File: src/rtl/rtc_bus_arbiter_pkg.sv
// Shared encodings for the V3023 RTC bus arbiter: FSM states, control-bit
// positions, idle bus value and one-hot grant codes.
package rtc_bus_arbiter_pkg;

    typedef enum logic [1:0] {
        ST_IDLE  = 2'd0,
        ST_GRANT = 2'd1,
        ST_GAP   = 2'd2
    } arb_state_t;

    localparam int CTL_AD = 3;
    localparam int CTL_CS = 2;
    localparam int CTL_RD = 1;
    localparam int CTL_WR = 0;

    localparam logic [3:0] CTL_IDLE  = 4'b1111;
    localparam logic [7:0] DOUT_IDLE = 8'h00;

    localparam logic [2:0] GNT_NONE = 3'b000;
    localparam logic [2:0] GNT_INI  = 3'b001;
    localparam logic [2:0] GNT_PRG  = 3'b010;
    localparam logic [2:0] GNT_LEE  = 3'b100;

    localparam logic LAST_PRG = 1'b0;
    localparam logic LAST_LEE = 1'b1;

endpackage

File: src/rtl/rtc_wdt_counter.sv
// Up-counter with clear, load and terminal-count compare; used both as the
// inter-session gap timer and as the session watchdog.
module rtc_wdt_counter
    import rtc_bus_arbiter_pkg::*;
#(
    parameter int WIDTH = 12
) (
    input  logic             Clock,
    input  logic             Reset,
    input  logic             clear,
    input  logic             load,
    input  logic [WIDTH-1:0] load_val,
    input  logic             enable,
    input  logic [WIDTH-1:0] tc_val,
    output logic             tc
);

    logic [WIDTH-1:0] count_r;

    // Counter register: clear beats load beats increment.
    always_ff @(posedge Clock or negedge Reset) begin
        if (!Reset) begin
            count_r <= {WIDTH{1'b0}};
        end else if (clear) begin
            count_r <= {WIDTH{1'b0}};
        end else if (load) begin
            count_r <= load_val;
        end else if (enable) begin
            count_r <= count_r + {{(WIDTH-1){1'b0}}, 1'b1};
        end else begin
            count_r <= count_r;
        end
    end

    assign tc = (count_r == tc_val);

endmodule

File: src/rtl/rtc_bus_arbiter.sv
// Arbiter sharing the V3023 RTC parallel bus between the init, programming
// and periodic-read sequencers, with turnaround gap and session watchdog.
module rtc_bus_arbiter
    import rtc_bus_arbiter_pkg::*;
#(
    parameter int GAP_CYCLES = 2,
    parameter int TIMEOUT    = 4095
) (
    input  logic       Clock,
    input  logic       Reset,
    input  logic       ini_req,
    input  logic       prg_req,
    input  logic       lee_req,
    input  logic [3:0] ini_ctl,
    input  logic [3:0] prg_ctl,
    input  logic [3:0] lee_ctl,
    input  logic [7:0] ini_dout,
    input  logic [7:0] prg_dout,
    input  logic [7:0] lee_dout,
    input  logic       ini_oe,
    input  logic       prg_oe,
    input  logic       lee_oe,
    output logic [3:0] rtc_ctl,
    output logic [7:0] rtc_dout,
    output logic       rtc_oe,
    output logic [2:0] grant,
    output logic       busy,
    output logic       init_ok,
    output logic       tmo_err,
    input  logic       err_clr
);

    arb_state_t state_r;
    arb_state_t state_nxt_s;
    logic [2:0] grant_r;
    logic [2:0] grant_nxt_s;
    logic [2:0] mask_r;
    logic       last_srv_r;
    logic       init_ok_r;
    logic       tmo_err_r;

    logic [2:0] req_s;
    logic [2:0] elig_s;
    logic [2:0] pick_s;
    logic       gnt_req_s;
    logic       rel_norm_s;
    logic       rel_force_s;
    logic       wdt_tc_s;
    logic       gap_tc_s;

    assign req_s  = {lee_req, prg_req, ini_req};
    // Until init completes only the init sequencer may own the bus.
    assign elig_s = req_s & ~mask_r & {init_ok_r, init_ok_r, 1'b1};

    assign gnt_req_s   = |(grant_r & req_s);
    assign rel_norm_s  = (state_r == ST_GRANT) && !gnt_req_s;
    assign rel_force_s = (state_r == ST_GRANT) && gnt_req_s && wdt_tc_s;

    // Winner selection: init first, then alternate prg/lee on a tie.
    always_comb begin
        pick_s = GNT_NONE;
        if (elig_s[0]) begin
            pick_s = GNT_INI;
        end else if (elig_s[1] && elig_s[2]) begin
            pick_s = (last_srv_r == LAST_LEE) ? GNT_PRG : GNT_LEE;
        end else if (elig_s[1]) begin
            pick_s = GNT_PRG;
        end else if (elig_s[2]) begin
            pick_s = GNT_LEE;
        end else begin
            pick_s = GNT_NONE;
        end
    end

    // Next-state and next-grant logic.
    always_comb begin
        state_nxt_s = state_r;
        grant_nxt_s = grant_r;
        case (state_r)
            ST_IDLE: begin
                if (pick_s != GNT_NONE) begin
                    state_nxt_s = ST_GRANT;
                    grant_nxt_s = pick_s;
                end else begin
                    state_nxt_s = ST_IDLE;
                    grant_nxt_s = GNT_NONE;
                end
            end
            ST_GRANT: begin
                if (rel_norm_s || rel_force_s) begin
                    state_nxt_s = ST_GAP;
                    grant_nxt_s = GNT_NONE;
                end else begin
                    state_nxt_s = ST_GRANT;
                    grant_nxt_s = grant_r;
                end
            end
            ST_GAP: begin
                grant_nxt_s = GNT_NONE;
                if (gap_tc_s) begin
                    state_nxt_s = ST_IDLE;
                end else begin
                    state_nxt_s = ST_GAP;
                end
            end
            default: begin
                state_nxt_s = ST_IDLE;
                grant_nxt_s = GNT_NONE;
            end
        endcase
    end

    // FSM state and grant registers.
    always_ff @(posedge Clock or negedge Reset) begin
        if (!Reset) begin
            state_r <= ST_IDLE;
            grant_r <= GNT_NONE;
        end else begin
            state_r <= state_nxt_s;
            grant_r <= grant_nxt_s;
        end
    end

    // Masks, fairness bit and sticky status flags; timeout set beats err_clr.
    always_ff @(posedge Clock or negedge Reset) begin
        if (!Reset) begin
            mask_r     <= 3'b000;
            last_srv_r <= LAST_LEE;
            init_ok_r  <= 1'b0;
            tmo_err_r  <= 1'b0;
        end else begin
            mask_r <= (mask_r & req_s) | (rel_force_s ? grant_r : 3'b000);
            if ((rel_norm_s || rel_force_s) && (grant_r == GNT_PRG)) begin
                last_srv_r <= LAST_PRG;
            end else if ((rel_norm_s || rel_force_s) && (grant_r == GNT_LEE)) begin
                last_srv_r <= LAST_LEE;
            end else begin
                last_srv_r <= last_srv_r;
            end
            if (rel_norm_s && (grant_r == GNT_INI)) begin
                init_ok_r <= 1'b1;
            end else begin
                init_ok_r <= init_ok_r;
            end
            if (rel_force_s) begin
                tmo_err_r <= 1'b1;
            end else if (err_clr) begin
                tmo_err_r <= 1'b0;
            end else begin
                tmo_err_r <= tmo_err_r;
            end
        end
    end

    rtc_wdt_counter #(.WIDTH(12)) u_gap_cnt (
        .Clock    (Clock),
        .Reset    (Reset),
        .clear    (state_r == ST_IDLE),
        .load     (rel_norm_s || rel_force_s),
        .load_val (12'd1),
        .enable   (state_r == ST_GAP),
        .tc_val   (12'(GAP_CYCLES)),
        .tc       (gap_tc_s)
    );

    rtc_wdt_counter #(.WIDTH(12)) u_wdt_cnt (
        .Clock    (Clock),
        .Reset    (Reset),
        .clear    (state_r == ST_GAP),
        .load     ((state_r == ST_IDLE) && (pick_s != GNT_NONE)),
        .load_val (12'd1),
        .enable   (state_r == ST_GRANT),
        .tc_val   (12'(TIMEOUT)),
        .tc       (wdt_tc_s)
    );

    // Pad mux: only the registered grant selects a source, so a
    // non-granted requester can never reach the pads.
    always_comb begin
        rtc_ctl  = CTL_IDLE;
        rtc_dout = DOUT_IDLE;
        rtc_oe   = 1'b0;
        case (grant_r)
            GNT_INI: begin
                rtc_ctl  = ini_ctl;
                rtc_dout = ini_dout;
                rtc_oe   = ini_oe;
            end
            GNT_PRG: begin
                rtc_ctl  = prg_ctl;
                rtc_dout = prg_dout;
                rtc_oe   = prg_oe;
            end
            GNT_LEE: begin
                rtc_ctl  = lee_ctl;
                rtc_dout = lee_dout;
                rtc_oe   = lee_oe;
            end
            default: begin
                rtc_ctl  = CTL_IDLE;
                rtc_dout = DOUT_IDLE;
                rtc_oe   = 1'b0;
            end
        endcase
    end

    assign grant   = grant_r;
    assign busy    = (state_r != ST_IDLE);
    assign init_ok = init_ok_r;
    assign tmo_err = tmo_err_r;

endmodule

File: config.mk
export PLATFORM = sky130hd
export DESIGN_NAME = rtc_bus_arbiter
export DESIGN_NICKNAME = d
export VERILOG_FILES = /design/src/rtl/rtc_bus_arbiter_pkg.sv /design/src/rtl/rtc_wdt_counter.sv /design/src/rtl/rtc_bus_arbiter.sv
export SDC_FILE = /design/constraint.sdc
export NUM_CORES = 1
export LEC_CHECK = 0
export ABC_AREA = 1
export CORE_MARGIN = 5
export CORE_UTILIZATION = 40
export DETAILED_ROUTE_END_ITERATION = 8
export MAX_ROUTING_LAYER = met4
export PLACE_DENSITY = 0.77
export SYNTH_ARGS = -nofsm -noshare
export SYNTH_HDL_FRONTEND = slang
export SYNTH_HIERARCHICAL = 1
export SYNTH_SLANG_ARGS = --single-unit
File: constraint.sdc
create_clock -name Clock -period 2.6 [get_ports Clock]
set_clock_uncertainty 0.1 [all_clocks]
set_input_delay 0.26 -clock Clock [delete_from_list [all_inputs] [get_ports Clock]]
set_output_delay 0.26 -clock Clock [all_outputs]
set_load 0.05 [all_outputs]
==> flow_summary.toml <==
[timing]
max_freq_mhz = 417
fin_setup_tns_ps = 0
holdWs_ps = 385
worst_slew_pin_slew_ps = 829
period_minus_slack_ps = 2400
grt_setup_unrepaired = "no"
relSlewSlack_pct = 44.7
finalSetupViolCount = 0
finalHoldViolCount = 0
timing.final.crit_share_pct = 92.2
drv_slew = 0

[final_layout]
drive_gt1_share_pct = 10.6
multiInputGateArea_um2 = 1910
fill_cells = 667
num_antenna_cells = 0
regArea_um2 = 877
syn2layout_area_growth_pct = 33.4
nets = 583

[logic_synthesis]
ys_types = 30
yosys_warnings = 6
synth.area.top_cells = "dfrtp_1 (30%), nand2_1 (18%), nor2_1 (8.0%)"
synth.top_cell.area_share_pct = 29.8
syn_area_um2 = 2850
synth_area_leader_cell = "dfrtp_1"
ys_seq_area_share_pct = 30.7
syn_area_per_cell_um2 = 6.75
syn_inst = 423
ys_ff_latch = 35

[clock_network]
root_buffer = "clkbuf_8"
post_cts_buffers = 0
path_clk_slew_ps = 90
cts.repair.resized = 0
cts.sinks = 35
cts-hold-fix-buffers = 1
cts_tree = "done"
clk_path_buf_depth = 2
cts-htree-levels = 2
worst_skew_pair.late_latency_ps = 310
numCtsBuffers = 5

[route]
routedWlPerCell_um = 11.6
via_per_inst = 4.60
detail-route-antenna-nets = 0
drc_errors = 0
vias = 2912
dr.first_iter.drc_count = 167
firstDrtPassIters = 4
routed_wl_um = 7360

[power]
ir_worst_vdd_mv = 0.497
leakagePower_nw = 1.74
cellPowerDensity_nw_per_um2 = 952

[outcome]
status = "finished clean"

[global_route]
track_usage_pct = 17.4
overflow = 0
grt_max_degree = 36
antenna_found_initial = 0
grt_pass1_wl_um = 12100
grt_pass1_vias = 2767

[placed_design]
port_buffers = 63
place_congestion = 0.811
hpwl_um = 5670

[floorplanning]
die_w_um = 94.5
floorplan.initialDensity_pct = 41.5
io_pins = 64
die_area_um2 = 8920
die_h_um = 94.5
rows = 30
coreArea_um2 = 6870

[run]
cap_violations = 0

[hold_path]
hp-class = "flop to flop"

[worst_setup_path]
required_ps = 2240
worst-setup-path-type = "flop to primary output"
cp-start-kind = "flop"
worst_setup_path_end_kind = "primary output"
crit_fanout = 6
cp.arrival_ps = 2040
[layer usage]
metal	GRT usage (%)	vias to the layer above	wire length, um
li1	-	1540	-
met1	20.2	1304	3180
met2	29.6	57	3750
met3	4.78	11	347
met4	4.93	0	85
met5	-	-	0
[cell type report]
type / count / share of cell area, %
Clock buffer: 5 / 1.81
Clock inverter: 3 / 1.15
Inverter: 36 / 3.55
Multi-Input combinational cell: 387 / 50.1
Sequential cell: 35 / 23.0
Tap cell: 96 / 3.16
Timing Repair Buffer: 71 / 17.2
[cells by family (layout without fill, tap and decap cells)]
group / count (synthesis) / after routing / synth area share (%)
simple gates: 271 / 271 / 43.1
buf+inv: 47 / 115 / 8.55
compound gates: 40 / 40 / 8.50
flops: 35 / 35 / 30.7
xor+xnor: 26 / 26 / 7.98
fa+ha+maj: 2 / 2 / 0.877
other cells: 2 / 48 / 0.263
[stage by stage]
stage | total power, mW | util (%) | instance area, um2 | instances | setup slack [ps]
5_1_grt | 3.91 | 55.4 | 3810 | 633 | 48.1
4_1_cts | 3.64 | 55.4 | 3810 | 633 | 182
3_3_place_gp | 3.07 | 53.6 | 3680 | 624 | 337
6_report | 3.62 | 55.4 | 3810 | 633 | 203
2_1_floorplan | 2.62 | - | 3030 | 469 | 507
3_5_place_dp | 3.12 | 53.6 | 3680 | 624 | 253
[placed cells by master, fill, tap and decap left out]
cell             netlist  routed
ha_1                   2       2
or2_2                  2       2
nand3_1               37      37
inv_2                  7       7
o311ai_0               1       1
dfstp_2                1       1
bufinv_16              0       1
a21oi_1                4       4
nand2_1              135     135
xor2_1                10      10
inv_1                 29      29
o22ai_1                5       5
clkdlybuf4s50_1        0      49
nor2_4                 4       4
nor2_2                 2       2
clkinv_2               0       1
dlygate4sd3_1          0       1
o21bai_2               2       2
nand4_1               13      13
dfrtp_1               34      34
o21ai_0               14      14
o31ai_1                2       2
nand3b_1               4       4
clkinv_4               0       1
nor3b_1                1       1
buf_4                  4      20
nand2_2                3       3
nor3_1                 4       4
nor3_4                 5       5
buf_2                  0       1
o31ai_2                2       2
conb_1                 2      48
clkbuf_8               0       5
xnor2_1               16      16
nor2_1                61      61
o21ai_1               10      10
[state kept, by name, summed over array words and instances (netlist names)]
name,count
state_r,2
u_gap_cnt/count_r,12
tmo_err,1
last_srv_r,1
init_ok,1
u_wdt_cnt/count_r,12
grant,3
mask_r,3
[path summary, 6_finish.rpt]
check | startpoint | endpoint | slack (ps) | depth (start not counted)
setup / recovery | state_r[0] | busy | 200 | 3
hold / removal | last_srv_r | last_srv_r | 390 | 2
setup reg to reg | u_wdt_cnt/count_r[2] | u_gap_cnt/count_r[0] | 360 | 13
hold reg to reg | last_srv_r | last_srv_r | 390 | 2
max in group asynchronous | Reset | u_gap_cnt/count_r[5] | 1390 | 2
min in group asynchronous | Reset | u_wdt_cnt/count_r[1] | 480 | 2
[synthesized netlist by cell type (all sizes together)]
cell	instances
nand2	138
nor2	67
nand3	37
inv	36
dfrtp	34
o21ai	24
xnor2	16
nand4	13
buf	11
xor2	10
nor3	9
o22ai	5
a21oi	4
nand3b	4
o31ai	4
conb	2
ha	2
o21bai	2
or2	2
dfstp	1
nor3b	1
o311ai	1
[critical path, cell delays in order, from the launching register on]
cell,delay (ps)
dfrtp_1,430
nor2_1,400
inv_1,160
clkdlybuf4s50_1,740
[power breakdown]
| group | internal, mW | switching (mW) |
|---|---|---|
| sequential | 0.723 | 0.254 |
| combinational | 0.767 | 1.37 |
| clock | 0.286 | 0.227 |
(Power assumes the default switching activity.)
